--- src/rtl/dmem_pkg.sv ---
// Shared definitions for the data-memory arbiter: width defaults, lock-FSM
// state encoding, port indices and a saturating-increment helper used by the
// optional statistics counters (DMEM_ARB_STATS_EN).
package dmem_pkg;

  localparam int WORD_WIDTH_DEF = 16;
  localparam int ADDR_WIDTH_DEF = 12;
  localparam int STAT_WIDTH     = 16;

  typedef enum logic [1:0] {
    FREE = 2'd0,
    OWN0 = 2'd1,
    OWN1 = 2'd2
  } arb_state_e;

  localparam logic PORT_CPU = 1'b0;
  localparam logic PORT_DBG = 1'b1;

  // Counter increment that sticks at all-ones instead of wrapping.
  function automatic logic [STAT_WIDTH-1:0] sat_inc(input logic [STAT_WIDTH-1:0] value);
    return (value == {STAT_WIDTH{1'b1}}) ? value : value + {{(STAT_WIDTH-1){1'b0}}, 1'b1};
  endfunction

endpackage

--- src/rtl/dmem_arb_rr.sv ---
// Two-way round-robin picker: with both ports requesting, the port that did
// not win last time is chosen; a lone requester always wins.
module dmem_arb_rr
  import dmem_pkg::*;
(
  input  logic req0,
  input  logic req1,
  input  logic rr_last,
  output logic grant_idx,
  output logic any_grant
);

  // Pick the winner for this cycle.
  always_comb begin
    // NOTE: every output gets a default first so no path leaves it unassigned (no latch).
    grant_idx = PORT_CPU;
    any_grant = req0 | req1;
    if (req0 && req1) begin
      grant_idx = ~rr_last;
    end else if (req1) begin
      grant_idx = PORT_DBG;
    end
  end

endmodule

--- src/rtl/dmem_arbiter.sv ---
// Arbiter sharing one synchronous data memory between the CPU load/store unit
// (port 0) and the debug/DMA loader (port 1). One access per cycle, granted
// combinationally, round-robin on conflict, with a per-port lock that keeps
// ownership across multi-cycle atomic sequences. Read data returns one cycle
// after the grant on the port that issued the read.
// Optional build macro DMEM_ARB_STATS_EN adds saturating stall/grant counters.
module dmem_arbiter
  import dmem_pkg::*;
#(
  parameter int WORD_WIDTH = WORD_WIDTH_DEF,
  parameter int ADDR_WIDTH = ADDR_WIDTH_DEF
) (
  input  logic                  clock,
  input  logic                  reset_n,
`ifdef DMEM_ARB_STATS_EN
  input  logic                  in_stats_clr,
  output logic [STAT_WIDTH-1:0] out_stall_cnt0,
  output logic [STAT_WIDTH-1:0] out_stall_cnt1,
  output logic [STAT_WIDTH-1:0] out_gnt_cnt,
`endif
  input  logic                  in_req0,
  input  logic                  in_we0,
  input  logic                  in_lock0,
  input  logic [ADDR_WIDTH-1:0] in_addr0,
  input  logic [WORD_WIDTH-1:0] in_wdata0,
  output logic                  out_gnt0,
  output logic                  out_rvalid0,
  output logic [WORD_WIDTH-1:0] out_rdata0,
  input  logic                  in_req1,
  input  logic                  in_we1,
  input  logic                  in_lock1,
  input  logic [ADDR_WIDTH-1:0] in_addr1,
  input  logic [WORD_WIDTH-1:0] in_wdata1,
  output logic                  out_gnt1,
  output logic                  out_rvalid1,
  output logic [WORD_WIDTH-1:0] out_rdata1,
  output logic [ADDR_WIDTH-1:0] out_mem_addr_rd,
  output logic [ADDR_WIDTH-1:0] out_mem_addr_wr,
  output logic [WORD_WIDTH-1:0] out_mem_word,
  output logic                  out_mem_write_en,
  input  logic [WORD_WIDTH-1:0] in_mem_word
);

  arb_state_e state;
  logic       rr_last;
  logic       rd_owner_valid;
  logic       rd_owner;

  logic       rr_idx;
  logic       rr_any;
  logic       gnt0;
  logic       gnt1;
  logic       any_gnt;
  logic       gnt_idx;
  logic       gnt_we;
  logic       gnt_lock;

  dmem_arb_rr u_rr (
    .req0      (in_req0),
    .req1      (in_req1),
    .rr_last   (rr_last),
    .grant_idx (rr_idx),
    .any_grant (rr_any)
  );

  // Grant decision: the owner alone while locked, round-robin otherwise.
  // Grants are masked while reset is asserted so nothing reaches the memory.
  always_comb begin
    gnt0 = 1'b0;
    gnt1 = 1'b0;
    case (state)
      OWN0:    gnt0 = in_req0;
      OWN1:    gnt1 = in_req1;
      default: begin
        gnt0 = rr_any && (rr_idx == PORT_CPU);
        gnt1 = rr_any && (rr_idx == PORT_DBG);
      end
    endcase
    gnt0 = gnt0 & reset_n;
    gnt1 = gnt1 & reset_n;
  end

  assign any_gnt  = gnt0 | gnt1;
  assign gnt_idx  = gnt1 ? PORT_DBG : PORT_CPU;
  assign gnt_we   = gnt1 ? in_we1 : in_we0;
  assign gnt_lock = gnt1 ? in_lock1 : in_lock0;

  assign out_gnt0 = gnt0;
  assign out_gnt1 = gnt1;

  // Memory side: the granted port's request, port 0's address when idle.
  assign out_mem_addr_rd  = gnt1 ? in_addr1 : in_addr0;
  assign out_mem_addr_wr  = gnt1 ? in_addr1 : in_addr0;
  assign out_mem_word     = gnt1 ? in_wdata1 : in_wdata0;
  assign out_mem_write_en = any_gnt & gnt_we;

  // Lock FSM and round-robin history.
  always_ff @(posedge clock or negedge reset_n) begin
    if (!reset_n) begin
      state   <= FREE;
      rr_last <= PORT_DBG;
    end else begin
      // NOTE: state is updated with <= so every register samples pre-edge values.
      case (state)
        FREE: begin
          if (any_gnt) begin
            rr_last <= gnt_idx;
            if (gnt_lock) begin
              state <= (gnt_idx == PORT_DBG) ? OWN1 : OWN0;
            end
          end
        end
        OWN0: begin
          if (!in_lock0) begin
            state   <= FREE;
            rr_last <= PORT_CPU;
          end
        end
        OWN1: begin
          if (!in_lock1) begin
            state   <= FREE;
            rr_last <= PORT_DBG;
          end
        end
        default: state <= FREE;
      endcase
    end
  end

  // Remember who issued the read so next cycle's memory data goes back to it.
  always_ff @(posedge clock or negedge reset_n) begin
    if (!reset_n) begin
      rd_owner_valid <= 1'b0;
      rd_owner       <= PORT_CPU;
    end else begin
      rd_owner_valid <= any_gnt & ~gnt_we;
      if (any_gnt && !gnt_we) begin
        rd_owner <= gnt_idx;
      end
    end
  end

  assign out_rvalid0 = rd_owner_valid && (rd_owner == PORT_CPU);
  assign out_rvalid1 = rd_owner_valid && (rd_owner == PORT_DBG);
  assign out_rdata0  = out_rvalid0 ? in_mem_word : '0;
  assign out_rdata1  = out_rvalid1 ? in_mem_word : '0;

`ifdef DMEM_ARB_STATS_EN
  logic [STAT_WIDTH-1:0] stall_cnt0;
  logic [STAT_WIDTH-1:0] stall_cnt1;
  logic [STAT_WIDTH-1:0] gnt_cnt;

  // Saturating stall and grant counters with synchronous clear.
  always_ff @(posedge clock or negedge reset_n) begin
    if (!reset_n) begin
      stall_cnt0 <= '0;
      stall_cnt1 <= '0;
      gnt_cnt    <= '0;
    end else if (in_stats_clr) begin
      stall_cnt0 <= '0;
      stall_cnt1 <= '0;
      gnt_cnt    <= '0;
    end else begin
      if (in_req0 && !gnt0) stall_cnt0 <= sat_inc(stall_cnt0);
      if (in_req1 && !gnt1) stall_cnt1 <= sat_inc(stall_cnt1);
      if (any_gnt)          gnt_cnt    <= sat_inc(gnt_cnt);
    end
  end

  assign out_stall_cnt0 = stall_cnt0;
  assign out_stall_cnt1 = stall_cnt1;
  assign out_gnt_cnt    = gnt_cnt;
`else
  // Statistics hardware is not built in this configuration.
`endif

endmodule

--- config.mk ---
export PLATFORM = sky130hd
export DESIGN_NAME = dmem_arbiter
export DESIGN_NICKNAME = d
export VERILOG_FILES = /design/src/rtl/dmem_pkg.sv /design/src/rtl/dmem_arb_rr.sv /design/src/rtl/dmem_arbiter.sv
export SDC_FILE = /design/constraint.sdc
export NUM_CORES = 1
export LEC_CHECK = 0
export CELL_PAD_IN_SITES_DETAIL_PLACEMENT = 0
export CELL_PAD_IN_SITES_GLOBAL_PLACEMENT = 1
export CORE_ASPECT_RATIO = 0.9
export CORE_UTILIZATION = 11
export CTS_CLUSTER_DIAMETER = 40
export DETAILED_ROUTE_END_ITERATION = 12
export GPL_TIMING_DRIVEN = 0
export PLACE_DENSITY_LB_ADDON = 0.1
export SLEW_MARGIN = 20
export SYNTH_ARGS = -nofsm -noshare
export SYNTH_HDL_FRONTEND = slang
export SYNTH_SLANG_ARGS = --single-unit
--- constraint.sdc ---
create_clock -name clock -period 2.3 [get_ports clock]
set_input_delay 0.46 -clock clock [delete_from_list [all_inputs] [get_ports clock]]
set_output_delay 0.46 -clock clock [all_outputs]
set_load 0.005 [all_outputs]
== Word-level counts from Yosys, hierarchy flattened ==
Index checks and enable logic that the tools add are counted.

* $add $sub $neg: 0
* Multipliers: 0
* Div/mod/pow operators: 0
* $lt $le $gt $ge: 0
* Equality and inequality tests: 6
* Shift operators: 0
* Mux-type cells: 21
* Bitwise operators: 10
* Reduce and logical (&&, ||, !) cells: 11

{| class="wikitable"
|+ Operators with widths
! operator !! count
|-
| $mux W16 || 3
|-
| $mux W12 || 1
|-
| $mux W2 || 5
|-
| $mux W1 || 8
|-
| $ne A2 B2 Y1 const B || 4
|-
| $reduce_and A4 Y1 || 2
|-
| $logic_and A1 B1 Y1 || 6
|-
| $pmux W2 S3 || 1
|-
| $and A1 B1 Y1 || 4
|-
| $not A1 Y1 || 4
|-
| $pmux W1 S2 || 2
|-
| $pmux W1 S3 || 1
|-
| $reduce_bool A3 Y1 || 1
|-
| $eq A2 B1 Y1 const B || 1
|-
| $eq A2 B2 Y1 const B || 1
|-
| $logic_not A2 Y1 || 1
|-
| $or A1 B1 Y1 || 2
|-
| $logic_not A1 Y1 || 1
|}

* Register bits: 5
* Bits in latches: 0
* Bits in writable memories: 0
* ROM bits: 0
* Output and inout bits: 77
* Memories kept: 0

== Longest topological paths before layout ==
* Depth after elaboration: 10
* Gate-level depth with buffers: 9
* Depth with buffers taken out: 7

== Modules after synthesis ==
From an unflattened synthesis, not the netlist that was laid out.

* Cells, all modules: 122
* Area total of the unflattened synthesis: 1049.8 um^2

{| class="wikitable"
|+ Modules (own cells, without submodules)
! module !! times used !! cells an instance !! area each (um^2) !! sequential area each (um^2)
|-
| dmem_arbiter || 1 || 120 || 1036.0 || 126.4
|-
| dmem_arb_rr || 1 || 2 || 13.8 || 0.0
|}

== Worst setup path after synthesis ==
Ideal clock, no wire load.

* Kind: register -> output
* Start: register state[0]
* End: output port out_mem_addr_wr[10]
* Arrival: 1757 ps
* Required time: 1840 ps
* Path slack: 83 ps
* Cell stages (with the launch flop): 10
* Path buffers: 2
* Cells stage by stage: dfrtp_1 > inv_1 > ha_1 > nand2b_2 > o2111ai_4 > inv_2 > clkbuf_1 > nand2_1 > nand2_1 > buf_4

* Word-level cells in the longest chain between the ends: 4

{| class="wikitable"
|+ RTL lines
! what !! line !! source
|-
| start, declared || dmem_arbiter.sv:44 || <nowiki>arb_state_e state;</nowiki>
|-
| start signal, assigned || dmem_arbiter.sv:109 || <nowiki>state <= (gnt_idx == PORT_DBG) ? OWN1 : OWN0;</nowiki>
|-
| $eq A2 B2 Y1 / $eq A2 B1 Y1 (equally long branches) || dmem_arbiter.sv:71 || <nowiki>case (state)</nowiki>
|-
| $pmux W1 S2 * || dmem_arbiter.sv:71 ||
|-
| $and A1 B1 Y1 * || dmem_arbiter.sv:80 || <nowiki>gnt1 = gnt1 & reset_n;</nowiki>
|-
| $mux W12 * || n/a ||
|-
| end, declared || dmem_arbiter.sv:38 || <nowiki>output logic [ADDR_WIDTH-1:0] out_mem_addr_wr,</nowiki>
|}

Every way passes the cells marked *; elsewhere a longest branch is shown, timed or not.

== Final worst setup path ==
* Start: register state[0]
* End: output port out_mem_word[14]

* Word-level cells in the longest chain between the ends: 4

{| class="wikitable"
|+ RTL lines
! what !! line !! source
|-
| $eq A2 B2 Y1 / $eq A2 B1 Y1 (equally long branches) || dmem_arbiter.sv:71 ||
|-
| $pmux W1 S2 * || dmem_arbiter.sv:71 ||
|-
| $and A1 B1 Y1 * || dmem_arbiter.sv:80 ||
|-
| $mux W16 * || dmem_arbiter.sv:94 || <nowiki>assign out_mem_word = gnt1 ? in_wdata1 : in_wdata0;</nowiki>
|-
| end, declared || dmem_arbiter.sv:39 || <nowiki>output logic [WORD_WIDTH-1:0] out_mem_word,</nowiki>
|}

Marks and branches as above.

==> results_dict.tcl <==
set metrics [dict create \
    violations "setup timing" \
    worst_slew_pin_slew_ns 0.4179 \
    hold_viol 0 \
    ys_ff_latch 5 \
    cap_violations 0 \
    grt_pass1_wl_mm 8.983 \
    overflow 0 \
    arrival_ns 1.98 \
    post-dp-hpwl_mm 4.011 \
    max_slew_margin_pct 72.14 \
    areaGrowthSynthToFinish_pct 244.4 \
    powerDensity_nw_per_um2 571.6 \
    drt-pass1-iter-count 4 \
    cp-startpoint "state[0]" \
    clock_latency_ns 0.22 \
    setup_violations 28 \
    synth-edff-count 0 \
    route.vias.total 1932 \
    swShare_pct 37.03 \
    antenna-diode-count 0 \
    clockBufferDepth 2 \
    cts_hold_buf 0 \
    fin_setup_tns_ns -2.020 \
    drc_errors 0 \
    place_congestion 0.7757 \
    cts-root-buf "clkbuf_8" \
    io_buffers 156 \
    drv_slew 0 \
    vdd.ir_drop.worst_v 0.0002475 \
    comb_power_share_pct 83.4 \
    grt_max_degree 11 \
    wire_per_inst_um 11.74 \
    synthArstFlopShare_pct 100.0 \
    r2r_end "rr_last" \
    cts_tree "done" \
    intPower_mw 1.292 \
    status "finished with violations" \
    drtAntennaViolNets 0 \
    r2r_start "state[0]" \
    core-area_um2 9166 \
    hp-class "in -> async" \
    synthCells 182 \
    dp_slack_ns -1.092 \
    mostFrequentLayoutCell "clkdlybuf4s50_1" \
    grtUsageTotal_pct 11.14 \
    post-route-period-util_pct 105.9 \
    row_count 33 \
    yosysSeqAreaShare_pct 12.12 \
    rsz0062_at_grt "true" \
    yosysWarnings 0 \
    leakagePower_nw 1.683 \
    antenna_found_initial 0 \
    drive_above_1_share_pct 44.27 \
    syn_area_per_cell_um2 5.727 \
    vias_per_cell 3.887 \
    crit_fanout 6 \
    final_cell_mix "clkdlybuf4s50_1 (110), buf_6 (48), nand2_1 (40)" \
    htreeDepth 1 \
    nets 460 \
    syn_area_um2 1042 \
    die_w_um 104.6 \
    r2r_slack_ns 0.01 \
    synth_cell_types 29 \
    p_sw_mw 0.7599 \
    final_core_util_pct 39.16 \
    wl_mm 5.835 \
    die-area_um2 9869 \
    fin_skew_ns 0.005122 \
    startpoint_type "flop" \
    grt_pass1_vias 1900 \
    pwr-share-seq_pct 8.5 \
    numCtsBuffers 3 \
    p_clk_share_pct 8.1 \
    total_power_mw 2.052 \
    max_freq_mhz 410.6 \
    synthFlopType "dfrtp_1" \
    ff2ff_path_depth 11 \
    start_util_pct 11.37 \
    first_iter_violations 83 \
    layout_min_cycle_time_ns 2.435 \
    clock_sinks 5 \
    fp.dieH_um 94.35 \
    clk_pin_slew_worst_paths_ns 0.04 \
    setup_ws_ns -0.1352 \
    synthesis.nets 266 \
    io_pins 157 \
    place_area_um2 2756 \
    worst_setup_path_end_kind "output pin" \
    crit_type "reg -> out" \
    design_area_um2 3590 \
    required_ns 1.84 \
]
## power by group through the flow
stage / clock [mW] / combinational, mW / sequential (mW)
2_1_floorplan: 0 / 0.489 / 0.151
3_3_place_gp: 0 / 1.16 / 0.172
3_5_place_dp: 0 / 1.14 / 0.171
4_1_cts: 0.166 / 1.53 / 0.172
5_1_grt: 0.173 / 1.85 / 0.183
6_report: 0.166 / 1.71 / 0.174
## worst max-delay path, stage by stage (launching register included)
cell       delay, ns
dfrtp_1         0.38
inv_2           0.11
ha_4            0.24
nand2b_4        0.08
o2111ai_4       0.13
buf_12          0.19
buf_8           0.12
buf_6           0.12
clkbuf_16       0.16
nand2_4         0.05
nand2_2         0.05
buf_6           0.11
## cells in the mapped netlist, types with 3 or more instances
| master | n | area, um2 |
|---|---|---|
| and2_1 | 18 | 112.6 |
| and3_1 | 16 | 100.1 |
| buf_4 | 12 | 90.09 |
| clkbuf_1 | 8 | 30.03 |
| dfrtp_1 | 4 | 100.1 |
| ha_1 | 4 | 50.05 |
| inv_1 | 4 | 15.01 |
| nand2_1 | 93 | 349.1 |
| nand3_1 | 3 | 15.01 |
## layout make-up
| cell class | instances | area, um2 |
|---|---|---|
| Sequential cell | 5 | 128.9 |
| Tap cell | 122 | 152.6 |
| Buffer | 21 | 282.8 |
| Clock buffer | 4 | 45.04 |
| Timing Repair Buffer | 189 | 1853 |
| Multi-Input combinational cell | 151 | 1094 |
| Inverter | 5 | 33.78 |
| Fill cell | 965 | 5577 |
## worst max-delay path by stage
stage                                      to  slack (ns)  cells after the start
after floorplan           out_mem_addr_wr[10]        0.08                      9
after global placement     out_mem_addr_wr[8]       -1.06                      8
after detailed placement   out_mem_addr_wr[8]       -1.09                      8
after CTS                  out_mem_addr_wr[8]       -0.15                     11
after global routing         out_mem_word[14]       -0.21                     11
final                        out_mem_word[14]       -0.14                     11
## repair_timing
action,CTS,global route
gates cloned,6,0
buffers inserted,26,7
pin swaps,47,29
endpoints found under the setup margin,53,62
gates resized for setup,287,73
## layer usage
layer	track usage (%)	share of wire, %	up-vias
met2	20.70	49	114
met5	0	0	-
met3	2.968	9.8	8
li1	-	-	959
met1	12.74	39	851
met4	2.700	1.3	0
## kinds of logic (layout without fill, tap and decap cells)
group	Yosys count	after routing	synth area share [%]
simple gates	136	136	59.30
buf+inv	26	219	13.80
compound gates	10	10	8.885
flops	5	5	12.13
fa+ha+maj	4	4	4.802
mux	1	1	1.080
## flip-flops by register name, indices dropped and copies added, names as in the netlist
signal and count:
rr_last 1, state 2, rd_owner 1, rd_owner_valid 1
## stage by stage
stage          std cells  hold slack [ns]
4_1_cts              496           0.2741
3_3_place_gp         460           0.5935
5_1_grt              497           0.2686
2_1_floorplan        182           0.1644
6_report             497           0.2442
3_5_place_dp         460           0.5875
(Power assumes the default switching activity.)
==> variant: new RTL, config.mk and constraints unchanged <==
Encoding of `arb_state_e`: now one-hot (3 bits for 3 states).
--- a/src/rtl/dmem_pkg.sv
+++ b/src/rtl/dmem_pkg.sv
@@ -7,10 +7,10 @@
   localparam int ADDR_WIDTH_DEF = 12;
   localparam int STAT_WIDTH     = 16;
 
-  typedef enum logic [1:0] {
-    FREE = 2'd0,
-    OWN0 = 2'd1,
-    OWN1 = 2'd2
+  typedef enum logic [2:0] {
+    FREE = 3'b001,
+    OWN0 = 3'b010,
+    OWN1 = 3'b100
   } arb_state_e;
 
   localparam logic PORT_CPU = 1'b0;
Function: no difference found for any inputs over 10 cycles, from zero or initial values and one cycle with reset_n low; not proved beyond that.
==> variant against the unedited design <==
  * The run still ends with negative setup slack left
  * Largest cell class unchanged
  * Die area rose by 4.2%
  * Area after synthesis grew 4.3%
  * Non-clock buffer count decreased by 12
  * Register-to-register slack better by 570 ps
  * Fmax fell by 0.71%
  * Critical endpoint is now out_mem_addr_wr[3]
  * Via count decreased by 16%
  * Critical path type unchanged
  * Final area is 8.1% lower
  * Routed wire length is 5.4% lower
  * Setup slack lost 17 ps
  * Sequential share of layout area increased by 1.2 points
  * Critical path depth down 3
  * Sequential cell count up 1
Power is not compared: it rests on default switching activity, and its combinational part moved more than twofold at a synthesized area within 25%.
==> variant: results (changes against the unedited design) <==
Global routing
  • Global routing usage on met1: 12.0% (-0.77 points)
  • All-layer global routing usage: 10.4% (-0.70 points)
  • Wire length of the first global-routing pass: 8490 um (-5.5%)
  • Global routing usage on met3: 2.51% (-0.46 points)
  • Number of antenna violations at the first check in global routing: 0 (unchanged)
  • Number of global-route vias before repair: 1,687 (-11%)

Layout
  • Nets: 389 (-15%)
  • Total of fill cells in the finished design: 1,011 (+4.8%)
  • Fraction of layout instances using a drive strength above 1: 41.0% (-3.2 points)
  • Number of flip-flops under the largest register name: 3 (+1)

Timing
  • Finish-stage setup viols: 37 (+32%)
  • Measured slew at the worst slew-check pin: 342 ps (-75.5 ps)
  • Aggregate negative setup slack: -3330 ps (-1300 ps)
  • Clock skew after layout: 3.94 ps (-1.18 ps)
  • PnR worst setup slack: -153 ps (-17.4 ps)

Synth
  • Post-synth top cells: 28 x sky130_fd_sc_hd__mux2_2, 18 x sky130_fd_sc_hd__and2_1, 16 x sky130_fd_sc_hd__and3_1
  • Post-Syn Instances: 124 (-32%)
  • Portion of the post-synthesis area used by sequential elements: 14.0% (+1.9 points)
  • Synthesized-area fraction occupied by ao, oa, aoi and oai cells: 12.9% (+4.0 points)
  • Synth Area in Adders: 0% (-4.8 points)
  • Synthesized Nets: 204 (-23%)

Place
  • Placed cells: 406 (-12%)
  • Post-Place Worst Slack: -785 ps (+307 ps)
  • Final estimated routing congestion in global placement: 0.683 (-12%)
  • Placement-stage cell area: 0.00281 mm2 (+1.8%)
  • Post-detail-place hpwl: 4280 um (+6.6%)

Drt
  • Final wirelength: 5520 um (-5.4%)
  • Number of DRC markers in iteration 0: 38 (-54%)
  • DR pass1 iterations: 6 (+2)
  • Routed met3 length: 515 um (-9.8%)
  • Detailed-routing wirelength on met1: 2170 um (-5.6%)

Run status
  • Violations in the final reports: negative setup slack
  • Outcome: complete, but fails checks

Worst setup path
  • Reg-to-reg setup timing slack: 580 ps (+570 ps)
  • R2R Path Start: state[0]
  • Destination of the worst register-to-register timing path: state[0]
  • Number of cells on the worst reg-to-reg path: 8 (-3)
[variant: kinds of logic (layout without fill, tap and decap cells)]
kind of cell / count (synthesis) / count (layout)
compound gates: 16 / 16
buf+inv: 21 / 204
flops: 6 / 6
mux: 28 / 28
simple gates: 53 / 53
[variant: what timing repair did]
item	CTS	global route
pin swaps	3	1
setup buffers	20	5
gates resized for setup	249	31
endpoints found under the setup margin	53	51
cloned	1	0
[variant: worst max-delay path: stages, from the launching register on]
cell and delay, ps:
sky130_fd_sc_hd__dfstp_2 540, sky130_fd_sc_hd__nand2b_4 140, sky130_fd_sc_hd__a31oi_4 90, sky130_fd_sc_hd__o21bai_4 180, sky130_fd_sc_hd__buf_6 150, sky130_fd_sc_hd__buf_6 130, sky130_fd_sc_hd__mux2_4 320, sky130_fd_sc_hd__buf_6 120
sky130_fd_sc_hd__buf_6 100
[variant: worst max-delay path by stage]
stage	to	start	slack, ps
6_report	out_mem_addr_wr[3]	state[0]	-150
5_1_grt	out_mem_addr_wr[1]	state[0]	-220
4_1_cts	out_mem_word[12]	state[0]	-160
3_5_place_dp	out_mem_addr_wr[6]	reset_n	-780
3_3_place_gp	out_mem_addr_wr[9]	reset_n	-790
2_1_floorplan	out_mem_addr_wr[0]	state[0]	180
[variant: layout make-up]
cell class / count / area, um2 / share of cell area [%]
tap: 126 / 158 / 4.78
clock buffer: 3 / 41.3 / 1.25
sequential: 6 / 156 / 4.74
buffer: 18 / 191 / 5.80
timing repair buffer: 180 / 1830 / 55.5
inverter: 3 / 11.3 / 0.341
multi-input combinational: 97 / 910 / 27.6
[variant: power breakdown]
part	switching [mW]	total [mW]	internal, mW
sequential	0.0378	0.175	0.138
combinational	0.268	0.850	0.582
clock	0.0442	0.157	0.112
total	0.350	1.18	0.832
